$ cat config.mk
export PLATFORM = sky130hd
export DESIGN_NAME = fwd_hazard_unit_flat
export DESIGN_NICKNAME = d
export VERILOG_FILES = /design/src/rtl/fwd_hazard_unit_if.sv /design/src/rtl/fwd_hazard_unit.sv /design/src/flat_wrapper.sv
export SDC_FILE = /design/constraint.sdc
export NUM_CORES = 1
export LEC_CHECK = 0
export CORE_MARGIN = 2
export CORE_UTILIZATION = 25
export CTS_CLUSTER_SIZE = 25
export DETAILED_ROUTE_END_ITERATION = 6
export SYNTH_ARGS = -nofsm -noshare
export SYNTH_HDL_FRONTEND = slang
export SYNTH_SLANG_ARGS = --single-unit
$ cat constraint.sdc
create_clock -name clk -period 3.2 [get_ports clk]
set_clock_uncertainty 0.1 [all_clocks]
set_input_delay 0.32 -clock clk [delete_from_list [all_inputs] [get_ports clk]]
set_output_delay 0.32 -clock clk [all_outputs]
set_load 0.03 [all_outputs]
$ cat src/rtl/fwd_hazard_unit_if.sv
// Issue-side bundle for the forwarding/hazard unit.
//   master : issue stage (drives issue fields, flush, fwd_enable; sees results)
//   slave  : fwd_hazard_unit
// Ports: issue_valid, issue_reg_write, issue_is_load, issue_dest, issue_src,
//        issue_src_used, flush, fwd_enable -> unit; fwd_sel, stall, stall_count <- unit.
interface fwd_hazard_unit_if #(
  parameter int REG_ADDR_W = 5,
  parameter int NUM_SRC    = 3,
  parameter int DEPTH      = 3,
  parameter int SEL_W      = $clog2(DEPTH + 1)
) ();
  logic                          issue_valid;
  logic                          issue_reg_write;
  logic                          issue_is_load;
  logic [REG_ADDR_W-1:0]         issue_dest;
  logic [NUM_SRC*REG_ADDR_W-1:0] issue_src;
  logic [NUM_SRC-1:0]            issue_src_used;
  logic                          flush;
  logic                          fwd_enable;
  logic [NUM_SRC*SEL_W-1:0]      fwd_sel;
  logic                          stall;
  logic [15:0]                   stall_count;

  modport master (
    output issue_valid, issue_reg_write, issue_is_load, issue_dest,
           issue_src, issue_src_used, flush, fwd_enable,
    input  fwd_sel, stall, stall_count
  );

  modport slave (
    input  issue_valid, issue_reg_write, issue_is_load, issue_dest,
           issue_src, issue_src_used, flush, fwd_enable,
    output fwd_sel, stall, stall_count
  );
endinterface

$ cat src/rtl/fwd_hazard_unit.sv
// Forwarding and hazard-detection unit for the pipelined MIPS core.
// Tracks DEPTH in-flight destination tags (stage 1 = youngest) and, for each of
// NUM_SRC source operands, selects the register file (0) or the youngest
// matching stage k. Load-use and interlock stalls are generated here.
// Ports:
//   clk, rst_n : clock, asynchronous active-low reset
//   bus        : fwd_hazard_unit_if.slave (issue fields in; fwd_sel, stall,
//                stall_count out)
module fwd_hazard_unit #(
  parameter int REG_ADDR_W = 5,
  parameter int NUM_SRC    = 3,
  parameter int DEPTH      = 3,
  parameter int LOAD_LAT   = 2,
  parameter int SEL_W      = $clog2(DEPTH + 1)
) (
  input  logic            clk,
  input  logic            rst_n,
  fwd_hazard_unit_if.slave bus
);

  logic [DEPTH:1]        st_valid;
  logic [DEPTH:1]        st_rw;
  logic [DEPTH:1]        st_load;
  logic [REG_ADDR_W-1:0] st_dest [1:DEPTH];

  logic [DEPTH:1]        match [NUM_SRC];
  logic [SEL_W-1:0]      ysel  [NUM_SRC];
  logic [NUM_SRC-1:0]    yload;
  logic [NUM_SRC*SEL_W-1:0] sel_raw;
  logic                  not_ready;
  logic                  stall;
  logic [15:0]           stall_cnt;

  always_comb begin
    match = '{default: '0};
    for (int i = 0; i < NUM_SRC; i++) begin
      for (int k = 1; k <= DEPTH; k++) begin
        match[i][k] = st_valid[k] & st_rw[k] & bus.issue_src_used[i]
                    & (st_dest[k] == bus.issue_src[i*REG_ADDR_W +: REG_ADDR_W])
                    & (bus.issue_src[i*REG_ADDR_W +: REG_ADDR_W] != '0);
      end
    end
  end

  always_comb begin
    ysel      = '{default: '0};
    yload     = '0;
    sel_raw   = '0;
    not_ready = 1'b0;
    for (int i = 0; i < NUM_SRC; i++) begin
      // Scan oldest to youngest so the youngest producer overwrites.
      for (int k = DEPTH; k >= 1; k--) begin
        if (match[i][k]) begin
          ysel[i]  = SEL_W'(k);
          yload[i] = st_load[k];
        end
      end
      if (bus.fwd_enable) begin
        if (ysel[i] != '0) begin
          if (yload[i] && (int'(ysel[i]) < LOAD_LAT))
            not_ready = 1'b1;
          else
            sel_raw[i*SEL_W +: SEL_W] = ysel[i];
        end
      end else begin
        // Stage DEPTH is being written back; the write-through regfile covers it.
        for (int k = 1; k < DEPTH; k++) begin
          if (match[i][k]) not_ready = 1'b1;
        end
      end
    end
  end

  assign stall           = bus.issue_valid & ~bus.flush & not_ready;
  assign bus.stall       = stall;
  assign bus.fwd_sel     = stall ? '0 : sel_raw;
  assign bus.stall_count = stall_cnt;

  always_ff @(posedge clk or negedge rst_n) begin
    if (!rst_n) begin
      st_valid  <= '0;
      st_rw     <= '0;
      st_load   <= '0;
      for (int k = 1; k <= DEPTH; k++) st_dest[k] <= '0;
      stall_cnt <= '0;
    end else begin
      for (int k = DEPTH; k >= 2; k--) begin
        st_valid[k] <= st_valid[k-1];
        st_rw[k]    <= st_rw[k-1];
        st_load[k]  <= st_load[k-1];
        st_dest[k]  <= st_dest[k-1];
      end
      st_valid[1] <= bus.issue_valid & ~stall & ~bus.flush;
      st_rw[1]    <= bus.issue_reg_write;
      st_load[1]  <= bus.issue_is_load;
      st_dest[1]  <= bus.issue_dest;
      if (stall && stall_cnt != 16'hFFFF)
        stall_cnt <= stall_cnt + 16'd1;
    end
  end

endmodule

$ cat src/flat_wrapper.sv
// flat-port wrapper written by rule: the top's interface ports become plain ports
module fwd_hazard_unit_flat 
#(
  parameter int REG_ADDR_W = 5,
  parameter int NUM_SRC    = 3,
  parameter int DEPTH      = 3,
  parameter int LOAD_LAT   = 2,
  parameter int SEL_W      = $clog2(DEPTH + 1)
)
  (clk, rst_n, bus_issue_valid, bus_issue_reg_write, bus_issue_is_load, bus_issue_dest, bus_issue_src, bus_issue_src_used, bus_flush, bus_fwd_enable, bus_fwd_sel, bus_stall, bus_stall_count);
  fwd_hazard_unit_if #(.REG_ADDR_W(REG_ADDR_W), .NUM_SRC(NUM_SRC), .DEPTH(DEPTH), .SEL_W(SEL_W)) bus_i ();
  input  logic clk;
  input  logic rst_n;
  input wire logic [$bits(bus_i.issue_valid)-1:0] bus_issue_valid;
  input wire logic [$bits(bus_i.issue_reg_write)-1:0] bus_issue_reg_write;
  input wire logic [$bits(bus_i.issue_is_load)-1:0] bus_issue_is_load;
  input wire logic [$bits(bus_i.issue_dest)-1:0] bus_issue_dest;
  input wire logic [$bits(bus_i.issue_src)-1:0] bus_issue_src;
  input wire logic [$bits(bus_i.issue_src_used)-1:0] bus_issue_src_used;
  input wire logic [$bits(bus_i.flush)-1:0] bus_flush;
  input wire logic [$bits(bus_i.fwd_enable)-1:0] bus_fwd_enable;
  output wire logic [$bits(bus_i.fwd_sel)-1:0] bus_fwd_sel;
  output wire logic [$bits(bus_i.stall)-1:0] bus_stall;
  output wire logic [$bits(bus_i.stall_count)-1:0] bus_stall_count;
  assign bus_i.issue_valid = bus_issue_valid;
  assign bus_i.issue_reg_write = bus_issue_reg_write;
  assign bus_i.issue_is_load = bus_issue_is_load;
  assign bus_i.issue_dest = bus_issue_dest;
  assign bus_i.issue_src = bus_issue_src;
  assign bus_i.issue_src_used = bus_issue_src_used;
  assign bus_i.flush = bus_flush;
  assign bus_i.fwd_enable = bus_fwd_enable;
  assign bus_fwd_sel = bus_i.fwd_sel;
  assign bus_stall = bus_i.stall;
  assign bus_stall_count = bus_i.stall_count;
  fwd_hazard_unit #(.REG_ADDR_W(REG_ADDR_W), .NUM_SRC(NUM_SRC), .DEPTH(DEPTH), .LOAD_LAT(LOAD_LAT), .SEL_W(SEL_W)) u_core (.clk(clk), .rst_n(rst_n), .bus(bus_i));
endmodule
After elaboration in Yosys (flattened, before gate mapping)
Index checks and enable logic that the tools add are counted.
W data, S select, Z words.
{"block": "totals", "reg_bits": 40}
{"block": "op_classes", "n_lt_le_gt_ge": 3, "eq_ne": 10, "bitwise": 36, "addsub": 1, "n_reduce_logical": 10, "n_mux": 43}
{"operator": "$eq A5 B5 Y1", "count": 9}
{"operator": "$mux W2", "count": 18}
{"operator": "$and A1 B1 Y1", "count": 34}
{"operator": "$mux W1", "count": 24}
{"operator": "$add A16 B1 Y16 const B", "count": 1}
{"operator": "$ne A16 B16 Y1 const B", "count": 1}
{"operator": "$reduce_bool A5 Y1", "count": 3}
{"operator": "$lt A2 B2 Y1 const B", "count": 3}
{"operator": "$mux W6", "count": 1}
{"operator": "$reduce_bool A2 Y1", "count": 3}
{"operator": "$logic_and A1 B1 Y1", "count": 4}
{"operator": "$not A1 Y1", "count": 2}

Depth between registers and ports, before layout
{"block": "logic_depth", "depth_word": 22, "depth_mapped": 9, "mapped_depth_nobuf": 8}

Least setup slack after synthesis
Ideal clock, no wire load.
{"block": "synth_timing", "path_type": "input to output", "from": "input bus_issue_src[5]", "to": "output bus_fwd_sel[1]", "path_stages": 6, "required_ns": 2.780, "arrival_ns": 2.442, "setup_slack_ns": 0.338, "n_path_buf": 0, "cell_sequence": "or4_1 > o21ai_2 > nor4_4 > nor3_2 > o31ai_1 > a211oi_1"}
{"block": "synth_via", "elab_chain_len": 16}
{"element": "start, declared", "line": "flat_wrapper.sv:18", "source": "input wire logic [$bits(bus_i.issue_src)-1:0] bus_issue_src;"}
{"element": "$eq A5 B5 Y1", "line": "fwd_hazard_unit.sv:39", "source": "& (st_dest[k] == bus.issue_src[i*REG_ADDR_W +: REG_ADDR_W])"}
{"element": "$and A1 B1 Y1", "line": "fwd_hazard_unit.sv:39"}
{"element": "$and A1 B1 Y1", "line": "fwd_hazard_unit.sv:40", "source": "& (bus.issue_src[i*REG_ADDR_W +: REG_ADDR_W] != '0);"}
{"element": "$mux W2 (3 in a row)", "line": "fwd_hazard_unit.sv:53", "source": "if (match[i][k]) begin"}
{"element": "$lt A2 B2 Y1", "line": "fwd_hazard_unit.sv:60", "source": "if (yload[i] && (int'(ysel[i]) < LOAD_LAT))"}
{"element": "$logic_and A1 B1 Y1", "line": "fwd_hazard_unit.sv:60"}
{"element": "$mux W1", "line": "fwd_hazard_unit.sv:60"}
{"element": "$mux W1", "line": "fwd_hazard_unit.sv:59", "source": "if (ysel[i] != '0) begin"}
{"element": "$mux W1 (*)", "line": "fwd_hazard_unit.sv:58", "source": "if (bus.fwd_enable) begin"}
{"element": "$mux W1, on equally long branches", "line": "fwd_hazard_unit.sv:68, fwd_hazard_unit.sv:60"}
{"element": "$mux W1, on equally long branches", "line": "fwd_hazard_unit.sv:68, fwd_hazard_unit.sv:59"}
{"element": "$mux W1 (*)", "line": "fwd_hazard_unit.sv:58"}
{"element": "$and A1 B1 Y1 (*)", "line": "fwd_hazard_unit.sv:74", "source": "assign stall = bus.issue_valid & ~bus.flush & not_ready;"}
{"element": "$mux W6 (*)", "line": "fwd_hazard_unit.sv:76", "source": "assign bus.fwd_sel = stall ? '0 : sel_raw;"}
{"element": "end, declared", "line": "flat_wrapper.sv:22", "source": "output wire logic [$bits(bus_i.fwd_sel)-1:0] bus_fwd_sel;"}
Every way passes the cells marked *; elsewhere a longest branch is shown, timed or not.

Final worst setup path
{"block": "layout_timing", "from": "input bus_issue_src[11]", "to": "output bus_stall"}
{"block": "layout_via", "elab_chain_len": 12}
{"element": "$eq A5 B5 Y1", "line": "fwd_hazard_unit.sv:39"}
{"element": "$and A1 B1 Y1", "line": "fwd_hazard_unit.sv:39"}
{"element": "$and A1 B1 Y1", "line": "fwd_hazard_unit.sv:40"}
{"element": "$mux W2 (3 in a row)", "line": "fwd_hazard_unit.sv:53"}
{"element": "$lt A2 B2 Y1", "line": "fwd_hazard_unit.sv:60"}
{"element": "$logic_and A1 B1 Y1", "line": "fwd_hazard_unit.sv:60"}
{"element": "$mux W1", "line": "fwd_hazard_unit.sv:60"}
{"element": "$mux W1", "line": "fwd_hazard_unit.sv:59"}
{"element": "$mux W1 (*)", "line": "fwd_hazard_unit.sv:58"}
{"element": "$and A1 B1 Y1 (*)", "line": "fwd_hazard_unit.sv:74"}
{"element": "end, declared", "line": "flat_wrapper.sv:23", "source": "output wire logic [$bits(bus_i.stall)-1:0] bus_stall;"}
Marks and branches as above.

==> flow_metrics.env <==
export IMPL_run_status="finished, final reports clean"
export IMPL_die_h_microns=95.6
export IMPL_p_leak_uw=0.00111
export IMPL_syn_area_per_cell_sq_um=11.0
export IMPL_grt_pass1_wl_microns=8740
export IMPL_ys_seq_area_share_pct=45.3
export IMPL_first_iter_violations=80
export IMPL_hold_violations=0
export IMPL_required_ns=2.78
export IMPL_antenna_found_initial=0
export IMPL_irDropWorstVdd_mv=0.148
export IMPL_cts_htree_levels=2
export IMPL_tns_ns=0
export IMPL_grt_pass1_vias=1727
export IMPL_ant_nets=0
export IMPL_wl_per_cell_microns=14.3
export IMPL_ys_ff_latch=38
export IMPL_max_freq_ghz=0.331
export IMPL_cts_sinks=38
export IMPL_clkLatencyLatePin_ns=0.28
export IMPL_num_vias=1666
export IMPL_start_util_pct=25.7
export IMPL_syn_area_sq_mm=0.00210
export IMPL_coreArea_sq_mm=0.00818
export IMPL_finalCritPeriodShare_pct=94.5
export IMPL_power_density_mw_per_mm2=336
export IMPL_rsz0062_at_grt="no"
export IMPL_areaGrowthSynthToFinish_pct=37.5
export IMPL_tightest_slew_ns=0.849
export IMPL_slew_violations=0
export IMPL_via_per_inst=4.59
export IMPL_yosysWarnings=0
export IMPL_synth_top_area_share_pct=45.3
export IMPL_intPower_uw=724
export IMPL_synth_cell_types=30
export IMPL_cts_clk_slew_worst_paths_ns=0.07
export IMPL_p_sw_uw=244
export IMPL_die_w_microns=95.6
export IMPL_syn_nets=221
export IMPL_die_area_sq_mm=0.00914
export IMPL_setup_ws_ns=0.177
export IMPL_seqPwrFrac_pct=53.7
export IMPL_critPathMaxFanout=4
export IMPL_final_util_pct=35.3
export IMPL_final_cell_count_no_fill=363
export IMPL_setup_violations=0
export IMPL_startpoint_type="primary input"
export IMPL_syn_inst=190
export IMPL_swShare_pct=25.2
export IMPL_yosysTopAreaCell="dfrtp_1"
export IMPL_dp_slack_ns=0.0484
export IMPL_tritoncts="done"
export IMPL_cap_violations=0
export IMPL_placed_cells=356
export IMPL_core_rowCount=33
export IMPL_clockBufferDepth=2
export IMPL_routabilityCongestion=0.883
export IMPL_timing_final_crit_period_ns=3.02
export IMPL_hpwlAfterDp_microns=4070
export IMPL_route_detailed_drc=0
export IMPL_path_class="primary input to output port"
export IMPL_grt_max_degree=39
export IMPL_hold_class="primary input to async pin"
export IMPL_cts_buffers=5
export IMPL_crit_arrival_ns=2.60
export IMPL_slew_headroom_pct=43.4
export IMPL_fin_nets=289
export IMPL_drive_gt1_share_pct=13.2
export IMPL_drt_pass1_iter_count=4
export IMPL_synth_area_leaders="dfrtp_1, xnor2_1, xor2_1"
export IMPL_synth_top_flop_cell="dfrtp_1"
export IMPL_grt_overflow_total=0
export IMPL_combinationalPowerShare_pct=14.7
export IMPL_clockRootBuffer="clkbuf_8"
export IMPL_wl_microns=5190
export IMPL_io_buffers=52
export IMPL_io_pins=53
export IMPL_synth_edf_count=0
export IMPL_cts_hold_buf=0
export IMPL_antenna_cells=0
export IMPL_worstSetupEndpointType="output port"
export IMPL_synthArstFlopShare_pct=100
export IMPL_grt_use_total_pct=12.5
export IMPL_clockPowerShare_pct=31.6
==> cells in the final DEF (no fill, tap or decap) <==
| cell type | count |
|---|---|
| a211oi_1 | 3 |
| a21oi_1 | 5 |
| a221oi_4 | 1 |
| and3_1 | 6 |
| and3_4 | 1 |
| buf_12 | 1 |
| buf_2 | 1 |
| buf_4 | 16 |
| clkbuf_1 | 2 |
| clkbuf_8 | 5 |
| clkdlybuf4s50_1 | 44 |
| dfrtp_1 | 38 |
| ha_1 | 1 |
| inv_1 | 2 |
| mux2_1 | 3 |
| nand2_1 | 16 |
| nand2b_1 | 1 |
| nand3_1 | 8 |
| nand4_1 | 14 |
| nor2_1 | 5 |
| nor2b_1 | 1 |
| nor3_1 | 3 |
| nor3_2 | 1 |
| nor3b_1 | 3 |
| nor4_2 | 2 |
| nor4_4 | 1 |
| o211ai_1 | 1 |
| o21ai_1 | 1 |
| o21ai_2 | 2 |
| o31ai_1 | 1 |
| o31ai_2 | 1 |
| o31ai_4 | 1 |
| or4_1 | 8 |
| or4_4 | 1 |
| xnor2_1 | 47 |
| xor2_1 | 11 |
==> through the flow <==
| stage | hold WS (ns) | instance area [sq um] | power (uW) |
|---|---|---|---|
| floorplan | -0.0756 | 2100 | 588 |
| global route | 0.112 | 2880 | 1020 |
| global placement | 0.259 | 2800 | 671 |
| detailed placement | 0.260 | 2800 | 672 |
| CTS | 0.0727 | 2880 | 986 |
| finish | 0.0430 | 2880 | 968 |
==> state kept, by name (all words and copies together) (netlist names) <==
| name | count |
|---|---|
| u_core.bus.stall_count | 16 |
| u_core.st_dest | 15 |
| u_core.st_rw | 3 |
| u_core.st_valid | 3 |
| u_core.st_load | 1 |
==> timing repair <==
action                                  CTS  global route
resized for setup                         0             1
buffers inserted                          0             0
endpoints found under the setup margin    0             6
endpoints found under the hold margin     0             0
==> critical path: stages <==
cell and delay (ns):
clkdlybuf4s50_1 0.50, or4_1 0.55, o211ai_1 0.23, nor4_2 0.12
buf_4 0.16, o31ai_4 0.25, nand2_1 0.13, and3_1 0.17
buf_4 0.16
==> Yosys cell counts, types with 2 or more instances <==
master,number
dfrtp_1,38
a21oi_1,5
nor3b_1,3
nand3_1,8
a211oi_1,3
or4_1,8
o21ai_2,2
inv_1,2
and3_1,6
nand2_1,16
xnor2_1,47
nor3_1,3
mux2_1,3
o31ai_1,2
nor2_1,5
xor2_1,11
nand4_1,14
nor4_2,2
==> routing by layer <==
layer  vias to the layer above  GRT usage, %  wire length [microns]
li1                        813             -                      -
met1                       811          17.6                   2470
met2                        38          19.3                   2470
met3                         4          1.98                    197
met4                         0          4.17                     57
met5                         -             0                      0
==> cells by family (layout without fill, tap and decap cells) <==
group | Yosys count | after routing | synth area share (%)
AND/OR/NAND/NOR | 71 | 71 | 20.6
XOR/XNOR | 58 | 58 | 24.2
flip-flops | 38 | 38 | 45.3
AO/OA/AOI/OAI | 16 | 16 | 6.68
multiplexers | 3 | 3 | 1.61
buffers and inverters | 3 | 71 | 0.895
adder cells (fa/ha/maj) | 1 | 1 | 0.597
==> area by class of cell <==
type                       instances  area [sq um]
tap                              105           131
fill                             857          5290
inverter                           2          7.51
sequential                        38           951
timing repair buffer              62           586
clock buffer                       7          76.3
multi-input combinational        149          1130
==> path summary, 6_finish.rpt <==
path | start | end | slack [ns] | depth (start not counted)
setup / recovery | bus_issue_src[11] | bus_stall | 0.18 | 9
hold / removal | rst_n | u_core.bus.stall_count[7]$_DFFE_PN0P_ | 0.04 | 1
setup reg to reg | u_core.st_dest[12]$_DFF_PN0_ | u_core.bus.stall_count[1]$_DFFE_PN0P_ | 0.58 | 8
hold reg to reg | u_core.st_rw[2]$_DFF_PN0_ | u_core.st_rw[3]$_DFF_PN0_ | 0.28 | 0
max in group asynchronous | rst_n | u_core.st_dest[13]$_DFF_PN0_ | 2.42 | 1
min in group clk | u_core.st_rw[2]$_DFF_PN0_ | u_core.st_rw[3]$_DFF_PN0_ | 0.28 | 0
==> power groups by stage <==
stage	logic [uW]	registers (uW)	clock network (uW)
2_1_floorplan	64.1	524	0
3_3_place_gp	142	529	0
3_5_place_dp	143	529	0
4_1_cts	144	519	322
5_1_grt	157	522	342
6_report	142	519	306
No activity file was read; power rests on OpenSTA's default activity.
